===== src/rtl/uart_pkg.sv =====
// Shared types and constants for the UART frame parser slice.
package uart_pkg;

    localparam int unsigned BYTE_W      = 8;
    localparam int unsigned CHK_W       = 8;
    localparam logic [7:0]  SOF_DEFAULT = 8'hA5;

    typedef enum logic [2:0] {
        ST_HUNT,
        ST_CMD,
        ST_LEN,
        ST_PAYLOAD,
        ST_CHK,
        ST_EMIT
    } state_t;

endpackage


===== src/rtl/uart_frm_buf.sv =====
// Payload store: DEPTH x byte registers, one synchronous write port, one combinational read port.
module uart_frm_buf
    import uart_pkg::*;
#(
    parameter int unsigned DEPTH  = 16,
    parameter int unsigned ADDR_W = 4
) (
    input  logic              clk,
    input  logic              we,
    input  logic [ADDR_W-1:0] wr_addr,
    input  logic [BYTE_W-1:0] wr_data,
    input  logic [ADDR_W-1:0] rd_addr,
    output logic [BYTE_W-1:0] rd_data_c
);

    logic [BYTE_W-1:0] mem [DEPTH];

    always_ff @(posedge clk) begin
        if (we) begin
            mem[wr_addr] <= wr_data;
        end
    end

    assign rd_data_c = mem[rd_addr];

endmodule


===== src/rtl/uart_frame_parser.sv =====
// Parses SOF/CMD/LEN/payload/CHK byte frames and replays verified payloads as beats.
// Optional inter-byte timeout enabled by defining UART_FRAME_PARSER_TIMEOUT_EN.
module uart_frame_parser
    import uart_pkg::*;
#(
    parameter int unsigned MAX_LEN        = 16,
    parameter logic [7:0]  SOF            = SOF_DEFAULT,
    parameter int unsigned TIMEOUT_CYCLES = 100_000
) (
    input  logic                         clk,
    input  logic                         rstn,
    input  logic [7:0]                   in_data,
    input  logic                         in_valid,
    output logic                         in_ready,
    output logic                         frm_valid,
    input  logic                         frm_ready,
    output logic [7:0]                   frm_cmd,
    output logic [$clog2(MAX_LEN+1)-1:0] frm_len,
    output logic [7:0]                   frm_data,
    output logic                         frm_last,
    output logic                         err_chk,
    output logic                         err_len,
    output logic                         err_timeout
);

    localparam int unsigned LEN_W  = $clog2(MAX_LEN + 1);
    localparam int unsigned ADDR_W = (MAX_LEN > 1) ? $clog2(MAX_LEN) : 1;

    state_t           state, state_n;
    logic [CHK_W-1:0] chk_q, chk_n;
    logic [LEN_W-1:0] idx_q, idx_n;
    logic [LEN_W-1:0] frm_len_n;
    logic [7:0]       frm_cmd_n, frm_data_n;
    logic             in_ready_n, frm_valid_n, frm_last_n, err_chk_n, err_len_n;
    logic             buf_we;
    logic [ADDR_W-1:0] rd_addr;
    logic [7:0]        rd_data;
    logic              acc;

    assign acc = in_valid && in_ready;

    uart_frm_buf #(
        .DEPTH  (MAX_LEN),
        .ADDR_W (ADDR_W)
    ) u_buf (
        .clk       (clk),
        .we        (buf_we),
        .wr_addr   (ADDR_W'(idx_q)),
        .wr_data   (in_data),
        .rd_addr   (rd_addr),
        .rd_data_c (rd_data)
    );

`ifdef UART_FRAME_PARSER_TIMEOUT_EN
    localparam int unsigned TMO_W = $clog2(TIMEOUT_CYCLES + 1);
    logic [TMO_W-1:0] tmo_q, tmo_n;
    logic             err_timeout_n;
`else
    // Port kept for a uniform interface; the timeout logic is not built.
    assign err_timeout = (TIMEOUT_CYCLES == 0) && 1'b0;
`endif

    always_ff @(posedge clk or negedge rstn) begin
        if (!rstn) begin
            state     <= ST_HUNT;
            chk_q     <= '0;
            idx_q     <= '0;
            in_ready  <= 1'b1;
            frm_valid <= 1'b0;
            frm_cmd   <= '0;
            frm_len   <= '0;
            frm_data  <= '0;
            frm_last  <= 1'b0;
            err_chk   <= 1'b0;
            err_len   <= 1'b0;
`ifdef UART_FRAME_PARSER_TIMEOUT_EN
            tmo_q       <= '0;
            err_timeout <= 1'b0;
`endif
        end else begin
            state     <= state_n;
            chk_q     <= chk_n;
            idx_q     <= idx_n;
            in_ready  <= in_ready_n;
            frm_valid <= frm_valid_n;
            frm_cmd   <= frm_cmd_n;
            frm_len   <= frm_len_n;
            frm_data  <= frm_data_n;
            frm_last  <= frm_last_n;
            err_chk   <= err_chk_n;
            err_len   <= err_len_n;
`ifdef UART_FRAME_PARSER_TIMEOUT_EN
            tmo_q       <= tmo_n;
            err_timeout <= err_timeout_n;
`endif
        end
    end

    always_comb begin
        state_n     = state;
        chk_n       = chk_q;
        idx_n       = idx_q;
        frm_valid_n = frm_valid;
        frm_cmd_n   = frm_cmd;
        frm_len_n   = frm_len;
        frm_data_n  = frm_data;
        frm_last_n  = frm_last;
        err_chk_n   = 1'b0;
        err_len_n   = 1'b0;
        buf_we      = 1'b0;
        rd_addr     = '0;
`ifdef UART_FRAME_PARSER_TIMEOUT_EN
        tmo_n         = tmo_q;
        err_timeout_n = 1'b0;
`endif

        case (state)
            ST_HUNT: begin
                if (acc && (in_data == SOF)) begin
                    state_n = ST_CMD;
                end
            end
            ST_CMD: begin
                if (acc) begin
                    frm_cmd_n = in_data;
                    chk_n     = CHK_W'(in_data);
                    state_n   = ST_LEN;
                end
            end
            ST_LEN: begin
                if (acc) begin
                    if (32'(in_data) > MAX_LEN) begin
                        err_len_n = 1'b1;
                        state_n   = ST_HUNT;
                    end else begin
                        frm_len_n = LEN_W'(in_data);
                        chk_n     = chk_q ^ CHK_W'(in_data);
                        idx_n     = '0;
                        state_n   = (in_data == 8'd0) ? ST_CHK : ST_PAYLOAD;
                    end
                end
            end
            ST_PAYLOAD: begin
                if (acc) begin
                    buf_we = 1'b1;
                    chk_n  = chk_q ^ CHK_W'(in_data);
                    if ((idx_q + LEN_W'(1)) == frm_len) begin
                        state_n = ST_CHK;
                    end else begin
                        idx_n = idx_q + LEN_W'(1);
                    end
                end
            end
            ST_CHK: begin
                if (acc) begin
                    if (CHK_W'(in_data) == chk_q) begin
                        // First beat is staged here so frm_valid rises on the next cycle.
                        state_n     = ST_EMIT;
                        idx_n       = '0;
                        frm_valid_n = 1'b1;
                        frm_data_n  = (frm_len == '0) ? 8'h00 : rd_data;
                        frm_last_n  = (frm_len <= LEN_W'(1));
                    end else begin
                        err_chk_n = 1'b1;
                        state_n   = ST_HUNT;
                    end
                end
            end
            ST_EMIT: begin
                if (frm_valid && frm_ready) begin
                    if (frm_last) begin
                        state_n     = ST_HUNT;
                        frm_valid_n = 1'b0;
                        frm_last_n  = 1'b0;
                    end else begin
                        idx_n      = idx_q + LEN_W'(1);
                        rd_addr    = ADDR_W'(idx_q + LEN_W'(1));
                        frm_data_n = rd_data;
                        frm_last_n = ((idx_q + LEN_W'(2)) == frm_len);
                    end
                end
            end
            default: state_n = ST_HUNT;
        endcase

`ifdef UART_FRAME_PARSER_TIMEOUT_EN
        // Reload on every accepted byte; count down only while inside a frame.
        if (acc) begin
            tmo_n = TMO_W'(TIMEOUT_CYCLES);
        end else if ((state == ST_CMD) || (state == ST_LEN) ||
                     (state == ST_PAYLOAD) || (state == ST_CHK)) begin
            if (tmo_q == '0) begin
                err_timeout_n = 1'b1;
                state_n       = ST_HUNT;
            end else begin
                tmo_n = tmo_q - TMO_W'(1);
            end
        end
`endif

        in_ready_n = (state_n != ST_EMIT);
    end

endmodule


===== config.mk =====
export PLATFORM = sky130hd
export DESIGN_NAME = uart_frame_parser
export DESIGN_NICKNAME = d
export VERILOG_FILES = /design/src/rtl/uart_pkg.sv /design/src/rtl/uart_frm_buf.sv /design/src/rtl/uart_frame_parser.sv
export SDC_FILE = /design/constraint.sdc
export NUM_CORES = 1
export LEC_CHECK = 0
export ABC_AREA = 1
export ABC_CLOCK_PERIOD_IN_PS = 4800
export CAP_MARGIN = 20
export CORE_UTILIZATION = 29
export DETAILED_ROUTE_END_ITERATION = 16
export DONT_BUFFER_PORTS = 1
export GPL_TIMING_DRIVEN = 0
export MAX_ROUTING_LAYER = met4
export PLACE_DENSITY = 0.45
export SYNTH_ARGS = -nofsm -noshare
export SYNTH_HDL_FRONTEND = slang
export SYNTH_HIERARCHICAL = 1
export SYNTH_SLANG_ARGS = --single-unit

===== constraint.sdc =====
create_clock -name clk -period 4.8 [get_ports clk]
set_input_delay 0.96 -clock clk [delete_from_list [all_inputs] [get_ports clk]]
set_output_delay 0.96 -clock clk [all_outputs]
set_load 0.02 [all_outputs]

==> flow_summary.toml, run 1 <==
[run_status]
status = "finished, final reports clean"

[route]
vias = 5855
wl_um = 22200
wl_per_cell_um = 17.0
drtIter0Drc = 412
antenna_left = 0
avgViaCountPerCell = 4.48
drc = 0
drtPass1Iterations = 5

[final_layout]
multi_input_area_um2 = 2590
nets = 932
diodes = 0
area_growth_pct = 12.3
ff_latch_area_um2 = 4900
drive_gt1_frac = 0.118
fill_cells = 2883

[synthesis]
netlist_area_um2 = 8250
async_flop_share = 0.247
ys_seq_area_frac = 0.594
yosysTopAreaCell = "edfxtp_1"
synthFlopType = "edfxtp_1"
netlist_instances = 897
syn-num-nets = 913
synth_warnings = 6
synth_edf_count = 128
yosys_register_bits = 170
synth_top_area_frac = 0.466
avgSynthCellArea_um2 = 9.19
synthTopCellsByArea = "edfxtp_1, nand2_1, dfrtp_1"
yosysUniqueCellTypes = 38

[clock_network]
cts_buffers = 17
cts_hold_buffers = 0
path_clk_slew_ns = 0.07
clock-sinks = 170
cts_tree = "yes"
clockBufferDepth = 2
postCtsSetupBuffers = 0
htreeDepth = 4
cts_resized = 0
cts-root-buf = "clkbuf_16"
clk_latency_ns = 0.44

[timing]
rsz0062_at_grt = "false"
skew_ns = 0.0182
setup-violations-final = 0
fin_crit_sh = 0.583
slew_headroom = 0.414
fmax_mhz = 357
tightest_slew_ns = 0.876
final.setup.tns_ns = 0
hold_viol_final = 0
final_max_slew_viol_count = 0
post-route-min-period_ns = 2.80

[critical_path]
timing.rr.start = "in_ready$_DFF_PN1_"
arrival_ns = 2.86
worstPathMaxFanout = 8
rrSetupSlack_ns = 2.00
cp-end-kind = "register"
crit_path_start_kind = "register"
crit_path_start = "in_ready$_DFF_PN1_"
r2r-end = "u_buf/mem[13][5]$_DFFE_PP_"
rr_worst_depth = 6
critPathKind = "reg2reg"
critPathRequiredTime_ns = 4.86

[power_and_ir_drop]
power_mw = 2.89
vdd_drop_max_mv = 0.266
leakage_nw = 3.94
power.density_nw_per_um2 = 313

[global_routing]
grt_overflow = 0
grtUsageTotal = 0.165
antenna_found_initial = 0
grt_max_degree = 43
grt_pass1_wl_um = 34100
grt_pass1_vias = 5669

[floorplan]
ios = 39
coreArea_um2 = 27900
fp.dieH_um = 171
dieArea_um2 = 29100
die_w_um = 171
start_util = 0.296
rows = 61

[worst_hold_path]
hold_path.class = "in2async"

[place]
gp_congestion = 0.915
hpwl_um = 15200
portBuffers = 0

[flow_run]
maxCapViolations = 0
-- synth_stat cells (9+ instances only) --
library cell  count
nand2_1         291
inv_1           133
edfxtp_1        128
nand3_1         119
nor2_1           46
dfrtp_1          41
o21ai_0          24
o21ai_2          17
buf_2            14
buf_6             9
inv_2             9
-- how the worst max path moves through the flow --
stage / endpoint / slack (ns)
after floorplan: u_buf/mem[12][0]$_DFFE_PP_ / 2.34
after global placement: u_buf/mem[13][4]$_DFFE_PP_ / 1.63
after detailed placement: u_buf/mem[13][4]$_DFFE_PP_ / 1.60
after CTS: u_buf/mem[13][5]$_DFFE_PP_ / 1.95
after global routing: u_buf/mem[12][5]$_DFFE_PP_ / 1.77
final: u_buf/mem[13][5]$_DFFE_PP_ / 2.00
-- registers in the layout, indices dropped and copies added (netlist names) --
signal	count
u_buf/mem	128
chk_q	8
frm_cmd	8
frm_data	8
frm_len	5
idx_q	5
state	3
err_chk	1
err_len	1
frm_last	1
frm_valid	1
in_ready	1
-- metal layers --
metal	global-route usage	share of wire
met5	-	0
met4	0.0435	0.011
met3	0.0328	0.039
met2	0.254	0.46
met1	0.221	0.49
-- metrics by stage --
step	instance area [um^2]	instances	utilization	hold WS, ns	setup slack (ns)
global route	9260	1307	0.332	0.181	1.77
finish	9260	1307	0.332	0.212	2.00
global placement	8720	1275	0.313	0.488	1.63
floorplan	8250	897	-	0.464	2.34
detailed placement	8720	1275	0.313	0.490	1.60
CTS	9260	1307	0.332	0.186	1.95
-- power breakdown --
group	switching (mW)	internal [mW]
Sequential	0	1.58
Clock	0.602	0.694
Combinational	0.0109	0.00492
Total	0.613	2.28
-- area by class of cell --
type	instances	area share
tap	378	0.0511
buffer	31	0.0242
inverter	143	0.0582
clock inverter	10	0.00878
multi-input combinational	553	0.280
sequential	170	0.529
clock buffer	22	0.0495
-- cells by family after synthesis --
group,share of synthesized area
adder cells (fa/ha/maj),0.00607
AO/OA/AOI/OAI,0.0507
buffers and inverters,0.0925
other,0.000455
flip-flops,0.594
AND/OR/NAND/NOR,0.252
XOR/XNOR,0.00425
-- layout by cell type (no fill, tap or decap), drive strengths merged --
| cell type | count |
|---|---|
| nor3 | 5 |
| clkinvlp | 1 |
| dfstp | 1 |
| edfxtp | 128 |
| clkbuf | 23 |
| clkinv | 1 |
| nand3b | 2 |
| a31oi | 1 |
| nor2 | 50 |
| inv | 151 |
| buf | 30 |
| o21ai | 44 |
| a21oi | 6 |
| xor2 | 1 |
| nand4 | 3 |
| o2111ai | 1 |
| nand3 | 121 |
| dfrtp | 41 |
| or2 | 2 |
| o31ai | 8 |
| nand2 | 301 |
| conb | 1 |
| xnor2 | 3 |
| ha | 4 |
-- critical path, cell delays in order, from the launching register on --
cell     delay [ns]
dfstp_2        0.60
nand2_1        0.24
inv_1          0.32
nand2_1        0.13
inv_1          0.15
nand3_1        0.23
nor2_1         0.74
(Power assumes the default switching activity.)
==> inputs of run 2 (changes only) <==
Settings changed: ABC_CLOCK_PERIOD_IN_PS 4800 to 2660.
Clock period 4.8 ns to 2.66 ns, I/O delays scaled along.
==> flow_summary.toml, run 2 (synthesized netlist as in run 1, its figures left out) <==
[run_status]
status = "finished, final reports clean"

[critical_path]
crit_path_start = "in_ready$_DFF_PN1_"
critical_path.cell_chain = "nand2_1 > inv_1 > nand2_1 > inv_1 > nand3_1 > nor2_4"
cp_top_family = "simple AND/OR/NAND/NOR gates"
slowest_stage = "dfstp_2"
critPathKind = "reg2reg"
crit_path_start_kind = "register"
critPathRequiredTime_ns = 2.76
cp-end-kind = "register"
timing.rr.start = "in_ready$_DFF_PN1_"
worstPathMaxFanout = 8
critPathBufInv = 2
cpPeakStageDelay_ns = 0.60
arrival_ns = 2.69

[final_layout]
drive_gt1_frac = 0.139
stdcell_area_um2 = 9440
fill_cells = 2869
diodes = 0
ff_latch_area_um2 = 4900
multi_input_area_um2 = 2660
final_cell_mix = "nand2_1, inv_1, edfxtp_1"
fin_cells = 1312
area_growth_pct = 14.5
nets = 937
regMostFlops = "u_buf/mem"
final_common_cell = "nand2_1"
postLayoutCoreUtil = 0.339
largest_reg_flops = 128

[global_routing]
grt_pass1_vias = 5697
grt_max_degree = 43
grt_pass1_wl_um = 34200
grtUsageTotal = 0.166
antenna_found_initial = 0
grt_overflow = 0

[floorplan]
fp.dieH_um = 171
dieArea_um2 = 29100
start_util = 0.296
die_w_um = 171
rows = 61
ios = 39
coreArea_um2 = 27900

[power_and_ir_drop]
power.density_nw_per_um2 = 555
leakage_nw = 3.97
vdd_drop_max_mv = 0.481

[route]
highest_layer = "met4"
drc = 0
wl_per_cell_um = 17.0
route.met3.wl_um = 912
avgViaCountPerCell = 4.48
wl_um = 22300
antenna_left = 0
met2WireLength_um = 10300
drtIter0Drc = 376
vias = 5878
drtPass1Iterations = 5
wl_met1_um = 10900

[timing]
tightest_slew_ns = 0.773
fmax_mhz = 387
slew_headroom = 0.483
skew_ns = 0.0178
hold_viol_final = 0
setup-violations-final = 0
final_max_slew_viol_count = 0
rsz0062_at_grt = "true"
post-route-min-period_ns = 2.59
fin_crit_sh = 0.972
hold_slack_ns = 0.188

[clock_network]
cts-root-buf = "clkbuf_16"
clk_latency_ns = 0.44
clockBufferDepth = 2
cts_buffers = 17
cts_tree = "yes"
path_clk_slew_ns = 0.07
clock-sinks = 170
htreeDepth = 4

[place]
portBuffers = 0
hpwl_um = 15200
gp_congestion = 0.915
place_area_um2 = 8720
place_inst = 1275

[flow_run]
maxCapViolations = 0

[worst_hold_path]
hold_path.class = "in2reg"
holdCritStartpoint = "in_data[4]"
-- run 2: cell count changes in the layout (fill, tap and decap cells not counted), sizes merged --
cell,before,now
clkbuf,23,25
dlygate4sd3,0,1
buf,30,32
-- run 2: stage by stage --
| stage | power (mW) | worst slack, ns | TNS, ns |
|---|---|---|---|
| floorplan | 2.94 | 0.561 | 0 |
| global placement | 2.94 | -0.157 | -4.56 |
| CTS | 5.32 | -0.191 | -3.93 |
| finish | 5.24 | 0.0747 | 0 |
| global route | 5.41 | -0.120 | -8.77 |
| detailed placement | 2.94 | -0.189 | -7.52 |
-- run 2: area by class of cell --
| class | count | share of cell area |
|---|---|---|
| timing repair buffer | 5 | 0.0103 |
| inverter | 143 | 0.0571 |
| tap | 378 | 0.0501 |
| multi-input combinational | 553 | 0.282 |
| clock buffer | 22 | 0.0485 |
| buffer | 31 | 0.0248 |
| clock inverter | 10 | 0.00861 |
| sequential | 170 | 0.519 |
-- run 2: metal layers --
metal  up-vias  global-route usage
li1       2939                   -
met1      2813               0.222
met2       110               0.256
met3        16              0.0335
met4         0              0.0435
met5         -                   -
-- run 2: worst reg2reg max path: stages (launching register included) --
cell     delay (ns)
dfstp_2        0.60
nand2_1        0.24
inv_1          0.32
nand2_1        0.13
inv_1          0.15
nand3_1        0.40
nor2_4         0.40
-- run 2: worst paths after layout --
path                                               to  slack, ns  cells after the start
max in group asynchronous          in_ready$_DFF_PN1_       1.72                      2
setup / recovery           u_buf/mem[14][7]$_DFFE_PP_       0.07                      6
hold / removal              u_buf/mem[8][4]$_DFFE_PP_       0.19                      0
min in group asynchronous     frm_data[6]$_DFFE_PN0P_       0.66                      2
setup reg to reg           u_buf/mem[14][7]$_DFFE_PP_       0.07                      6
hold reg to reg                  idx_q[4]$_DFFE_PN0P_       0.50                      2
-- run 2: power breakdown --
group | total [mW] | leakage [nW] | internal [mW] | switching (mW)
Sequential | 2.85 | 1.70 | 2.85 | 0
Combinational | 0.0481 | 2.01 | 0.0141 | 0.0340
Clock | 2.34 | 0.272 | 1.25 | 1.09
-- run 2: timing repair --
| action | 4_1_cts | 5_1_grt |
|---|---|---|
| pin swaps | 0 | 2 |
| gates resized for setup | 11 | 16 |
| hold endpoints to repair | 42 | 0 |
| hold buffers | 2 | 0 |
| setup buffers | 0 | 3 |
| setup endpoints to repair | 100 | 135 |
==> inputs of run 3 (changes only) <==
Settings changed: CAP_MARGIN 20 to unset, CTS_CLUSTER_SIZE set to 16.
==> results of run 3 <==
The final DEF is identical to that of run 2; final timing and power are the same.
